File: config.mk
export PLATFORM = sky130hd
export DESIGN_NAME = alu_pipe
export DESIGN_NICKNAME = d
export VERILOG_FILES = /design/src/rtl/alu_pipe.sv
export SDC_FILE = /design/constraint.sdc
export NUM_CORES = 1
export LEC_CHECK = 0
export CELL_PAD_IN_SITES_DETAIL_PLACEMENT = 0
export CELL_PAD_IN_SITES_GLOBAL_PLACEMENT = 1
export CORE_MARGIN = 2
export CORE_UTILIZATION = 46
export DETAILED_ROUTE_END_ITERATION = 10
export PLACE_DENSITY_LB_ADDON = 0.15
export SLEW_MARGIN = 10
export SYNTH_ARGS = -nofsm -noshare
export SYNTH_HDL_FRONTEND = slang
export SYNTH_SLANG_ARGS = --single-unit
File: constraint.sdc
create_clock -name CLK -period 9.9 [get_ports CLK]
set_input_delay 0.99 -clock CLK [delete_from_list [all_inputs] [get_ports CLK]]
set_output_delay 0.99 -clock CLK [all_outputs]
set_load 0.05 [all_outputs]
File: src/rtl/alu_pipe.sv
// alu_pipe: pipelined 16-op ALU with valid/ready handshakes, pass-through tag and {C,V,N,ZF} flags.
// Optional feature macro ALU_PIPE_SAT_EN: ops 0 and 8 saturate on signed overflow.
module alu_pipe #(
  parameter int WIDTH  = 32,
  parameter int STAGES = 2,
  parameter int TAG_W  = 4
) (
  input  logic             CLK,
  input  logic             RST_N,
  input  logic             IN_VALID,
  output logic             IN_READY,
  input  logic [WIDTH-1:0] A,
  input  logic [WIDTH-1:0] B,
  input  logic [3:0]       INST,
  input  logic             SEL,
  input  logic [TAG_W-1:0] TAG_IN,
  output logic             OUT_VALID,
  input  logic             OUT_READY,
  output logic [WIDTH-1:0] Z,
  output logic [TAG_W-1:0] TAG_OUT,
  output logic [3:0]       FLAGS
);

  logic [WIDTH:0]   add_sum, sub_sum;
  logic [WIDTH-1:0] neg_res, res;
  logic             add_ovf, sub_ovf, neg_ovf, lt, eq, c_bit, v_bit;
  logic [3:0]       flags_new;

  assign add_sum = {1'b0, A} + {1'b0, B};
  assign sub_sum = {1'b0, A} + {1'b0, ~B} + {{WIDTH{1'b0}}, 1'b1};
  assign neg_res = ~A + {{(WIDTH-1){1'b0}}, 1'b1};
  assign add_ovf = (A[WIDTH-1] == B[WIDTH-1]) && (add_sum[WIDTH-1] != A[WIDTH-1]);
  assign sub_ovf = (A[WIDTH-1] != B[WIDTH-1]) && (sub_sum[WIDTH-1] != A[WIDTH-1]);
  // only -MIN stays negative after negation
  assign neg_ovf = A[WIDTH-1] && neg_res[WIDTH-1];
  assign lt      = $signed(A) < $signed(B);
  assign eq      = (A == B);

`ifdef ALU_PIPE_SAT_EN
  localparam logic [WIDTH-1:0] MAX_V = {1'b0, {(WIDTH-1){1'b1}}};
  logic [WIDTH-1:0] sat_val;
  // overflow direction follows the sign of A for both add and subtract
  assign sat_val = A[WIDTH-1] ? ~MAX_V : MAX_V;
`endif

  always_comb begin
    res   = '0;
    c_bit = 1'b0;
    v_bit = 1'b0;
    case (INST)
      4'd0: begin
        res   = add_sum[WIDTH-1:0];
        c_bit = add_sum[WIDTH];
        v_bit = add_ovf;
`ifdef ALU_PIPE_SAT_EN
        if (add_ovf) res = sat_val;
`endif
      end
      4'd1: begin
        res   = neg_res;
        v_bit = neg_ovf;
      end
      4'd2:  res = A & B;
      4'd3:  res = A | B;
      4'd4:  res = A ^ B;
      4'd5:  res = ~A;
      4'd6:  res = SEL ? B : A;
      4'd7:  res = SEL ? A : B;
      4'd8: begin
        res   = sub_sum[WIDTH-1:0];
        c_bit = sub_sum[WIDTH];
        v_bit = sub_ovf;
`ifdef ALU_PIPE_SAT_EN
        if (sub_ovf) res = sat_val;
`endif
      end
      4'd9:  res = {{(WIDTH-1){1'b0}}, lt};
      4'd10: res = {{(WIDTH-1){1'b0}}, lt | eq};
      4'd11: res = {{(WIDTH-1){1'b0}}, ~(lt | eq)};
      4'd12: res = {{(WIDTH-1){1'b0}}, ~lt};
      4'd13: res = {{(WIDTH-1){1'b0}}, eq};
      4'd14: res = {{(WIDTH-1){1'b0}}, ~eq};
      default: res = {{(WIDTH-1){1'b0}}, SEL ^ B[0]};
    endcase
    flags_new = {c_bit, v_bit, res[WIDTH-1], (res == '0)};
  end

  logic [STAGES-1:0] vld_q, vld_d, load;
  logic [WIDTH-1:0]  z_q   [STAGES];
  logic [WIDTH-1:0]  z_d   [STAGES];
  logic [3:0]        flg_q [STAGES];
  logic [3:0]        flg_d [STAGES];
  logic [TAG_W-1:0]  tag_q [STAGES];
  logic [TAG_W-1:0]  tag_d [STAGES];
  logic              in_fire;

  // a stage may load if it, or any stage after it, is empty, or the output drains
  always_comb begin
    logic acc;
    acc  = OUT_READY;
    load = '0;
    for (int k = STAGES - 1; k >= 0; k--) begin
      acc     = acc | ~vld_q[k];
      load[k] = acc;
    end
  end

  assign IN_READY = RST_N & load[0];
  assign in_fire  = IN_VALID & IN_READY;

  always_comb begin
    vld_d = vld_q;
    z_d   = z_q;
    flg_d = flg_q;
    tag_d = tag_q;
    if (load[0]) vld_d[0] = in_fire;
    if (in_fire) begin
      z_d[0]   = res;
      flg_d[0] = flags_new;
      tag_d[0] = TAG_IN;
    end
    for (int k = 1; k < STAGES; k++) begin
      if (load[k]) begin
        vld_d[k] = vld_q[k-1];
        // payload only moves with a valid op so an empty output holds its last value
        if (vld_q[k-1]) begin
          z_d[k]   = z_q[k-1];
          flg_d[k] = flg_q[k-1];
          tag_d[k] = tag_q[k-1];
        end
      end
    end
  end

  always_ff @(posedge CLK) begin
    if (!RST_N) begin
      vld_q <= '0;
      for (int k = 0; k < STAGES; k++) begin
        z_q[k]   <= '0;
        flg_q[k] <= '0;
        tag_q[k] <= '0;
      end
    end else begin
      vld_q <= vld_d;
      z_q   <= z_d;
      flg_q <= flg_d;
      tag_q <= tag_d;
    end
  end

  assign OUT_VALID = vld_q[STAGES-1];
  assign Z         = z_q[STAGES-1];
  assign FLAGS     = flg_q[STAGES-1];
  assign TAG_OUT   = tag_q[STAGES-1];

endmodule

==> results of run 1 <==
==> stage by stage <==
stage | power, W | hold slack, ns | worst slack (ns) | cell area [um^2]
final | 0.00124 | 0.454 | 4.01 | 11900
after global routing | 0.00131 | 0.475 | 3.77 | 11900
after CTS | 0.00123 | 0.456 | 4.20 | 11900
after detailed placement | 0.000886 | 0.445 | 3.86 | 11600
after global placement | 0.000886 | 0.442 | 3.94 | 11600
after floorplan | 0.000703 | 0.434 | 5.62 | 10500
==> worst max path at each step <==
stage                     startpoint                    end  slack [ns]  cells after the start
after floorplan                 A[0]  flg_q[4]$_SDFFE_PN0P_        5.62                     13
after global placement          A[6]  flg_q[4]$_SDFFE_PN0P_        3.94                     14
after detailed placement       A[15]  flg_q[4]$_SDFFE_PN0P_        3.86                     14
after CTS                      A[15]  flg_q[4]$_SDFFE_PN0P_        4.20                     14
after global routing           A[14]  flg_q[4]$_SDFFE_PN0P_        3.77                     14
final                          A[15]  flg_q[4]$_SDFFE_PN0P_        4.01                     14
==> critical path: cells and delay by family <==
family	cells	cell delay, ns
AOI/OAI and AO/OA	6	2.20
and+or+nand+nor	4	1.32
buffers and inverters	3	1.06
adders and majority gates	1	0.56
==> logic make-up after synthesis <==
logic type | Yosys count
buf+inv | 243
simple gates | 542
mux | 25
xor+xnor | 40
fa+ha+maj | 101
compound gates | 479
flops | 80
==> registers in the layout (all words and copies together) (netlist names) <==
register	cells
vld_q	2
z_q	31
TAG_OUT	4
Z	31
flg_q	4
FLAGS	4
tag_q	4
==> synth_stat cells (37+ instances only) <==
cell	instances
buf_4	40
o21ai_0	91
inv_1	98
nand3_1	74
nand2_1	196
dfxtp_1	80
xnor2_1	37
nor2_1	94
clkbuf_1	78
a21oi_1	108
a21boi_0	43
ha_1	99
==> metal layers <==
metal / up-vias / GRT usage [%] / wire, um
met3: 97 / 7.74 / 4450
met5: - / 0 / 14
met1: 5712 / 48.7 / 18800
li1: 5478 / - / -
met2: 673 / 52.4 / 18200
met4: 2 / 12.6 / 1560
==> layout make-up <==
class,count,area (um^2),area share [%]
timing repair buffer,142,1350,11.4
tap,285,357,3.00
sequential,80,1600,13.5
clock inverter,6,83.8,0.706
clock buffer,10,229,1.93
multi-input combinational,1187,7880,66.4
inverter,99,372,3.13
==> power breakdown <==
part           switching, W  total, W  internal, W
Sequential       0.00000953  0.000351     0.000341
Clock              0.000123  0.000342     0.000220
Combinational      0.000359  0.000549     0.000190
Total              0.000491   0.00124     0.000750
==> metrics, run 1 <==
status=completed; post-synth cell types=between 80 and 90; startpoint types=primary input; syn avg cell area=about 7 um^2; Leakage=between 4 and 5 nW; Ys Warns=0; Setup Fix Bufs, Post-CTS=0; proportion of layout cells with a drive suffix above 1=under 10%; CP Capture Type=register; # diodes=0; simple-gate share of the synthesized area=between 20% and 30%; fmax=roughly 0.17 GHz; CTS Hold Bufs=0; Critical Path AT=around 6 ns; Rows=55; Starting DRT DRC Count=between 1k and 1.5k; full die area=24100 um^2; core area=22600 um^2; Syn Inst Count=between 1.5k and 2k; most frequent cells in the layout=196 x nand2_1, 116 x clkdlybuf4s50_1, 108 x a21oi_1; Num CTS Buffers=9; RR Startpoint=vld_q[1]$_SDFFE_PN0P_; number of global-route vias before repair=about 11k; CTS clk-pin slew, worst paths=about 0.06 ns; Worst slew margin=about a tenth; Power Dens Cells=about 100 nW/um^2; Top Ports=roughly 120; Top FF cell, synth=dfxtp_1; minimum clock period=5.89 ns; CP max-delay cell=o41ai_1; Synth Area in XOR/XNOR=under 10%; ys async rst share=0%; worst hold path class=reg -> reg; DRC=0; Tcrit/Tclk final=about 59%; root buf cell=clkbuf_16; GR Util All Layers=34.8%; first drt pass iteration count=7; Core Util, Final=approximately 53%; Synth Area in Compound Gates=31.3%; CP Cell Sequence=clkdlybuf4s50_1, inv_1, ha_1, inv_1, nor3_1, o2111ai_1, nand3_1, o21ai_0, o41ai_1, o221ai_1, a2111oi_0, nand4_1, or4_1, o31ai_2; critical path's largest stage delay=~0.70 ns; hold path start=tag_q[5]$_SDFFE_PN0P_; EDFF count, synth=0; Synth Register Bits=80; Clock Sinks=80; Yosys top cell area share=15.2%; CP Max Fanout=11; hold depth=2; initial antenna violation count=1; most frequent CP cell=inv_1; measured slew at the worst slew-check pin=~1.3 ns; main combinational cell family by area after synthesis=compound AO/OA/AOI/OAI gates; max cap viols=0; Die W=around 160 um; Via density=between 6 and 7; Adder-Cell Fraction of Synth Area=12.1%; largest net degree at the start of global routing=84; Area contributors post-synth=dfxtp_1 15%, ha_1 12%, nand2_1 7.0%; flop2flop setup slack=~6.0 ns; max-slew violation count=0; skew final=0.00672 ns; Reg2Reg Depth=12; H-tree levels=3; # port buffers=between 100 and 150; commonest non-fill, non-tap cell in the layout=nand2_1; CTS tree=built; Setup-failing EPs final=0; Final HPWL DP=32000 um; DP Cell Count=~1.8k; RSZ-0062 raised after global routing=no; Max clock buf depth=2; Hold Vio Cnt, Final=0; first-pass GRT wire length=between 60000 and 70000 um; area grow syn2layout=12.7%; Congestion Overflow GR=0; via count=12.0k; fill cell count=about 2.3k; Post-Syn Area=10500 um^2; mux share of post-synthesis cell area=under 10%; Required @ worst endpoint=between 10 and 15 ns; Peak VDD IR=0.0890 mV; fin cells=1809; area leader, netlist=dfxtp_1; Routed WL=43100 um; WHS Endpoint=tag_q[5]$_SDFFE_PN0P_; sequential share of the synthesized area=around 15%; Skew-Pair Late Insertion Delay=around 0.33 ns; remaining antenna violation count=0; Die H=around 160 um; CP Class=in -> reg; Final #Nets=approximately 1.7k; WL per Instance=roughly 24 um; cts repair resizes=0; Final TNS setup=0 ns; starting density of the core=around 47%; R2R Path End=flg_q[4]$_SDFFE_PN0P_; routability-driven placement congestion ratio=0.963; syn nets=around 1.7k
Power figures use the tool's default switching activity.
==> inputs of run 2 (changes only) <==
Settings changed: CORE_UTILIZATION 46 to 38.
Clock period 9.9 ns to 5.05 ns, I/O delays scaled along.
==> run 2 against run 1 <==
Against the previous run: setup slack worse by 3.7 ns; power increased by 100%; register-to-register slack got worse by 4.2 ns; sequential cell count stayed put; sequential share of layout area is 1.0 points lower; critical path depth up 1; core utilization decreased by 5.3 points; routed wire length is 2.1% higher; via count is 1.3% higher; count of clock-buffer cells in the layout grew 1; final cell count rose by 11%; largest power group unchanged; global-route usage shrank 4.8 points.
==> metrics, run 2 (synthesis gave the netlist of run 1 again) <==
first drt pass iteration count=5 (-2); full die area=29100 um^2 (+20%); Via density=6.04 (-8.6%); Power Dens Cells=198 nW/um^2 (+90%); CTS clk-pin slew, worst paths=0.06 ns (about the same); first-pass GRT wire length=66800 um (+2.3%); CP top delay family=compound AO/OA/AOI/OAI gates; Reg2Reg Depth=13 (+1); Top Ports=119 (unchanged); flop2flop setup slack=1.78 ns (-4.23 ns); total power=0.00254 W (+100%); Rows=60 (+9.1%); WL per Instance=21.9 um (-7.9%); R2R Path End=flg_q[4]$_SDFFE_PN0P_; critical path's largest stage delay=0.56 ns (-0.14 ns); RR Startpoint=vld_q[1]$_SDFFE_PN0P_; worst hold path class=reg -> reg; hold depth=2 (unchanged); via count=12.1k (+1.3%); hold path start=z_q[38]$_SDFFE_PN0P_; measured slew at the worst slew-check pin=0.826 ns (-0.521 ns); number of global-route vias before repair=11.2k (+3.8%); Critical Path AT=4.97 ns (-1.16 ns); minimum clock period=4.72 ns; Max clock buf depth=2 (unchanged); Die W=170 um (+9.8%); fin cells=2006 (+11%); Die H=170 um (+9.8%); skew final=0.00553 ns (-0.00119 ns); Final TNS setup=0 ns (unchanged); GR Util All Layers=30.0% (-4.8 points); Congestion Overflow GR=0 (unchanged); Final #Nets=1807 (+6.5%); Routed WL=44000 um (+2.1%); CP Cell Sequence=clkdlybuf4s50_1, inv_1, ha_1, fa_1, o21bai_1, a21oi_1, o211ai_1, nand3_1, nand2_1, a21oi_1, a221o_1, a2111oi_0, nand4_1, or4_1, o31ai_2; root buf cell=clkbuf_16; most frequent cells in the layout=196 x nand2_1, 133 x buf_4, 116 x clkdlybuf4s50_1; largest net degree at the start of global routing=83 (-1.2%); Skew-Pair Late Insertion Delay=0.33 ns (about the same); routability-driven placement congestion ratio=1.00 (+4.0%); starting density of the core=38.9% (-7.8 points); initial antenna violation count=0 (-1); Setup-failing EPs final=0 (unchanged); fmax=0.212 GHz; max cap viols=0 (unchanged); Leakage=5.21 nW (+11%); CTS tree=built; Required @ worst endpoint=5.30 ns (-4.85 ns); most frequent CP cell=a21oi_1; area grow syn2layout=21.8%; Final WS setup=0.328 ns (-3.69 ns); cts repair resizes=0 (unchanged); max-slew violation count=0 (unchanged); WHS Endpoint=z_q[38]$_SDFFE_PN0P_; Starting DRT DRC Count=1636 (+23%); Bufs and invs on worst path=2 (-1); Worst slew margin=44.4% (+34 points); CP Class=in -> reg; commonest non-fill, non-tap cell in the layout=nand2_1; remaining antenna violation count=0 (unchanged); Clock Sinks=80 (unchanged); Num CTS Buffers=9 (unchanged); proportion of layout cells with a drive suffix above 1=12.1% (+6.3 points); core area=27100 um^2 (+20%); fill cell count=2878 (+27%); Tcrit/Tclk final=roughly 94%; startpoint types=primary input; # diodes=0 (unchanged); H-tree levels=3 (unchanged); # port buffers=118 (unchanged); status=completed; CP Capture Type=register; DP Cell Count=1989 (+11%); CP max-delay cell=or4_1; hold slack=0.450 ns (-0.00375 ns); Final HPWL DP=35200 um (+9.9%); pre-CTS setup slack=0.0324 ns (-3.83 ns); Peak VDD IR=0.142 mV (+60%); Hold Vio Cnt, Final=0 (unchanged); DRC=0 (unchanged); CP Max Fanout=4 (-7)
[run 2: changes by cell type in the layout (fill, tap and decap cells not counted), sizes merged]
cell | before | now
clkinvlp | 0 | 2
clkbuf | 10 | 11
clkinv | 4 | 1
buf | 26 | 136
[run 2: worst max path at each step]
stage          from               endpoint  slack [ns]  depth (start not counted)
6_report       A[0]  flg_q[4]$_SDFFE_PN0P_        0.33                         15
5_1_grt        A[0]  flg_q[4]$_SDFFE_PN0P_      -0.006                         15
4_1_cts        A[0]  flg_q[4]$_SDFFE_PN0P_        0.37                         15
3_5_place_dp   A[0]  flg_q[4]$_SDFFE_PN0P_        0.03                         15
3_3_place_gp   A[0]  flg_q[4]$_SDFFE_PN0P_        0.18                         15
2_1_floorplan  A[0]  flg_q[4]$_SDFFE_PN0P_        1.25                         13
[run 2: worst reg2reg max path, cell delays in order, from the launching register on]
cell     delay [ns]
dfxtp_1        0.30
nor2b_1        0.16
nand2_1        0.15
nand3_2        0.21
nor4_1         0.39
buf_4          0.22
nand2_1        0.05
nor4_1         0.24
buf_4          0.16
nand4_1        0.10
nor4_2         0.29
nand4_1        0.16
or4_1          0.56
o31ai_2        0.21
[run 2: stage by stage]
step           instance area, um^2  util (%)
2_1_floorplan                10500         -
3_3_place_gp                 12500      46.1
3_5_place_dp                 12500      46.1
4_1_cts                      12800      47.3
5_1_grt                      12800      47.3
6_report                     12800      47.3
[run 2: power by group]
group / total (W) / leakage, nW / internal (W) / switching [W]
sequential: 0.000687 / 0.652 / 0.000668 / 0.0000187
clock: 0.000685 / 0.152 / 0.000445 / 0.000240
combinational: 0.00117 / 4.41 / 0.000445 / 0.000726
total: 0.00254 / 5.21 / 0.00156 / 0.000984
[run 2: layout make-up]
type / instances / area [um^2] / area share (%)
Tap cell: 372 / 465 / 3.63
Timing Repair Buffer: 252 / 2190 / 17.1
Multi-Input combinational cell: 1187 / 7880 / 61.4
Clock inverter: 5 / 80.1 / 0.624
Clock buffer: 11 / 243 / 1.89
Sequential cell: 80 / 1600 / 12.5
Inverter: 99 / 372 / 2.90
[run 2: per-layer routing]
| metal | part of all wire (%) | GRT usage (%) |
|---|---|---|
| met1 | 47 | 45.0 |
| met2 | 40 | 43.5 |
| met3 | 10 | 5.35 |
| met4 | 2.2 | 7.80 |
| met5 | 0 | 0 |
[run 2: timing repair]
action | 4_1_cts | 5_1_grt
endpoints found under the setup margin | 0 | 1
hold buffers | 0 | 0
setup buffers | 0 | 1
==> inputs of run 3 (changes only) <==
Settings changed: CORE_MARGIN 2 to 1.5, TNS_END_PERCENT set to 10.
==> run 3 against run 2 <==
Against the previous run: sequential share of layout area fell by 0.17 points; core utilization rose by 0.66 points; setup slack improved by 0.014 ns; combinational power rose by 3%; routed wire length rose by 4.9%; power rose by 0.30%; final cell count rose by 1.0%; clock skew barely moved; die area fell by 1.2%; critical path type unchanged; critical endpoint unchanged; largest power group unchanged.
==> metrics, run 3 (synthesis gave the netlist of run 1 again) <==
measured slew at the worst slew-check pin=1.03 ns (+0.203 ns); pre-CTS setup slack=0.0632 ns (+0.0308 ns); Setup Fix Bufs, Post-CTS=0 (unchanged); initial antenna violation count=2 (+2); area of the multi-input gates=7880 um^2 (unchanged); number of global-route vias before repair=11.3k (+0.81%); Starting DRT DRC Count=1425 (-13%); status=completed; fmax=0.212 GHz (+0.30%); remaining antenna violation count=0 (unchanged); Reg power frac=26.9% (about the same); Max clock buf depth=2 (unchanged); CP Class=in -> reg; CTS Hold Bufs=0 (unchanged); clock share of power=25.6% (-1.3 points); Tcrit/Tclk final=93.2% (-0.28 points); P_int=0.00153 W (-1.8%); full die area=28700 um^2 (-1.2%); DP Cell Count=2011 (+1.1%); H-tree levels=3 (unchanged); via count=12.3k (+1.8%); Setup-failing EPs final=0 (unchanged); routability-driven placement congestion ratio=0.954 (-4.8%); worst hold path class=reg -> reg; Final #Nets=1828 (+1.2%); fill cell count=2851 (-0.94%); # diodes=0 (unchanged); root buf cell=clkbuf_16; Num CTS Buffers=9 (unchanged); hold slack=0.454 ns (+0.00338 ns); Final HPWL DP=36800 um (+4.6%); core area=27100 um^2 (unchanged); Power Dens Cells=196 nW/um^2 (-1.1%); Clock Sinks=80 (unchanged); max cap viols=0 (unchanged); cts repair resizes=0 (unchanged); Logic pwr share=47.5% (+1.5 points); Core Util, Final=48.0% (+0.66 points); Final WS setup=0.342 ns (+0.0141 ns); Routed WL=46100 um (+4.9%); Worst slew margin=30.5% (-14 points); Peak VDD IR=0.144 mV (+1.3%); Top Ports=119 (unchanged); GR Util All Layers=31.5% (+1.6 points); startpoint types=primary input; starting density of the core=38.9% (unchanged); first drt pass iteration count=5 (unchanged); switching pwr=0.00102 W (+3.6%); Leakage=5.32 nW (+2.1%); Hold Vio Cnt, Final=0 (unchanged); skew final=0.00541 ns (-0.000118 ns); Switching Fraction=40.0% (+1.3 points); most frequent cells in the layout=196 x nand2_1, 151 x buf_4, 116 x clkdlybuf4s50_1; total power=0.00255 W (+0.30%); fin cells=2027 (+1.0%); CTS tree=built; area grow syn2layout=23.5%; first-pass GRT wire length=68600 um (+2.8%); Rows=60 (unchanged); commonest non-fill, non-tap cell in the layout=nand2_1; Critical Path AT=4.96 ns (about the same); Die H=169 um (-0.59%); Via density=6.08 (+0.70%); CP Capture Type=register; WL per Instance=22.7 um (+3.8%); Skew-Pair Late Insertion Delay=0.33 ns (about the same); largest net degree at the start of global routing=83 (unchanged); CTS clk-pin slew, worst paths=0.06 ns (about the same); # port buffers=118 (unchanged); minimum clock period=4.71 ns (-0.0141 ns); Congestion Overflow GR=0 (unchanged); max-slew violation count=0 (unchanged); DRC=0 (unchanged); Die W=169 um (-0.59%); register area=1600 um^2 (unchanged); RSZ-0062 raised after global routing=no; CP Max Fanout=9 (+5); proportion of layout cells with a drive suffix above 1=13.2% (+1.2 points); Required @ worst endpoint=5.30 ns (about the same)
-- run 3: changes by cell type in the layout (fill, tap and decap cells not counted) --
cell       change
clkbuf_1       -1
buf_4         +18
clkinv_4       +1
buf_12         +3
bufinv_16      -1
inv_6          +1
-- run 3: final cells by class --
class / count / share of cell area, %
clock buffer: 10 / 1.84
clock inverter: 6 / 0.519
inverter: 99 / 2.86
multi-input combinational: 1187 / 60.6
sequential: 80 / 12.3
tap: 372 / 3.58
timing repair buffer: 273 / 18.3
-- run 3: routing by layer --
layer  wire, um  global-route usage [%]  share of wire [%]
met1      21200                    46.1                 46
met2      18700                    45.9                 41
met3       5200                    7.88                 11
met4        908                    7.16                2.0
met5         26                       0              0.056
-- run 3: stage by stage --
step	TNS, ns	cell area (um^2)
6_report	0	13000
5_1_grt	0	13000
4_1_cts	0	13000
3_5_place_dp	0	12700
3_3_place_gp	-0.00304	12700
2_1_floorplan	0	10500
-- run 3: worst max-delay path, cell delays in order --
cell and delay [ns]:
clkdlybuf4s50_1 0.50, inv_1 0.08, ha_1 0.50, inv_1 0.17
o31ai_1 0.69, nor2_1 0.11, a211oi_1 0.30, a2111oi_0 0.15
a211oi_1 0.56, o2111ai_1 0.28, nor4_2 0.25, nand4_1 0.11
or4_1 0.54, o31ai_2 0.21
-- run 3: path summary, 6_finish.rpt --
| path | cells after the start | end | startpoint | slack [ns] |
|---|---|---|---|---|
| worst max register to register | 13 | flg_q[4]$_SDFFE_PN0P_ | vld_q[1]$_SDFFE_PN0P_ | 1.75 |
| worst min-delay path | 2 | z_q[47]$_SDFFE_PN0P_ | z_q[47]$_SDFFE_PN0P_ | 0.45 |
| worst min register to register | 2 | z_q[47]$_SDFFE_PN0P_ | z_q[47]$_SDFFE_PN0P_ | 0.45 |
| worst max-delay path | 14 | flg_q[4]$_SDFFE_PN0P_ | B[10] | 0.34 |
-- run 3: power by group through the flow --
stage | Clock (W) | Combinational (W) | Sequential, W
detailed placement | 0 | 0.00118 | 0.000700
finish | 0.000652 | 0.00121 | 0.000686
floorplan | 0 | 0.000682 | 0.000697
CTS | 0.000669 | 0.00118 | 0.000686
global route | 0.000691 | 0.00130 | 0.000691
global placement | 0 | 0.00118 | 0.000699
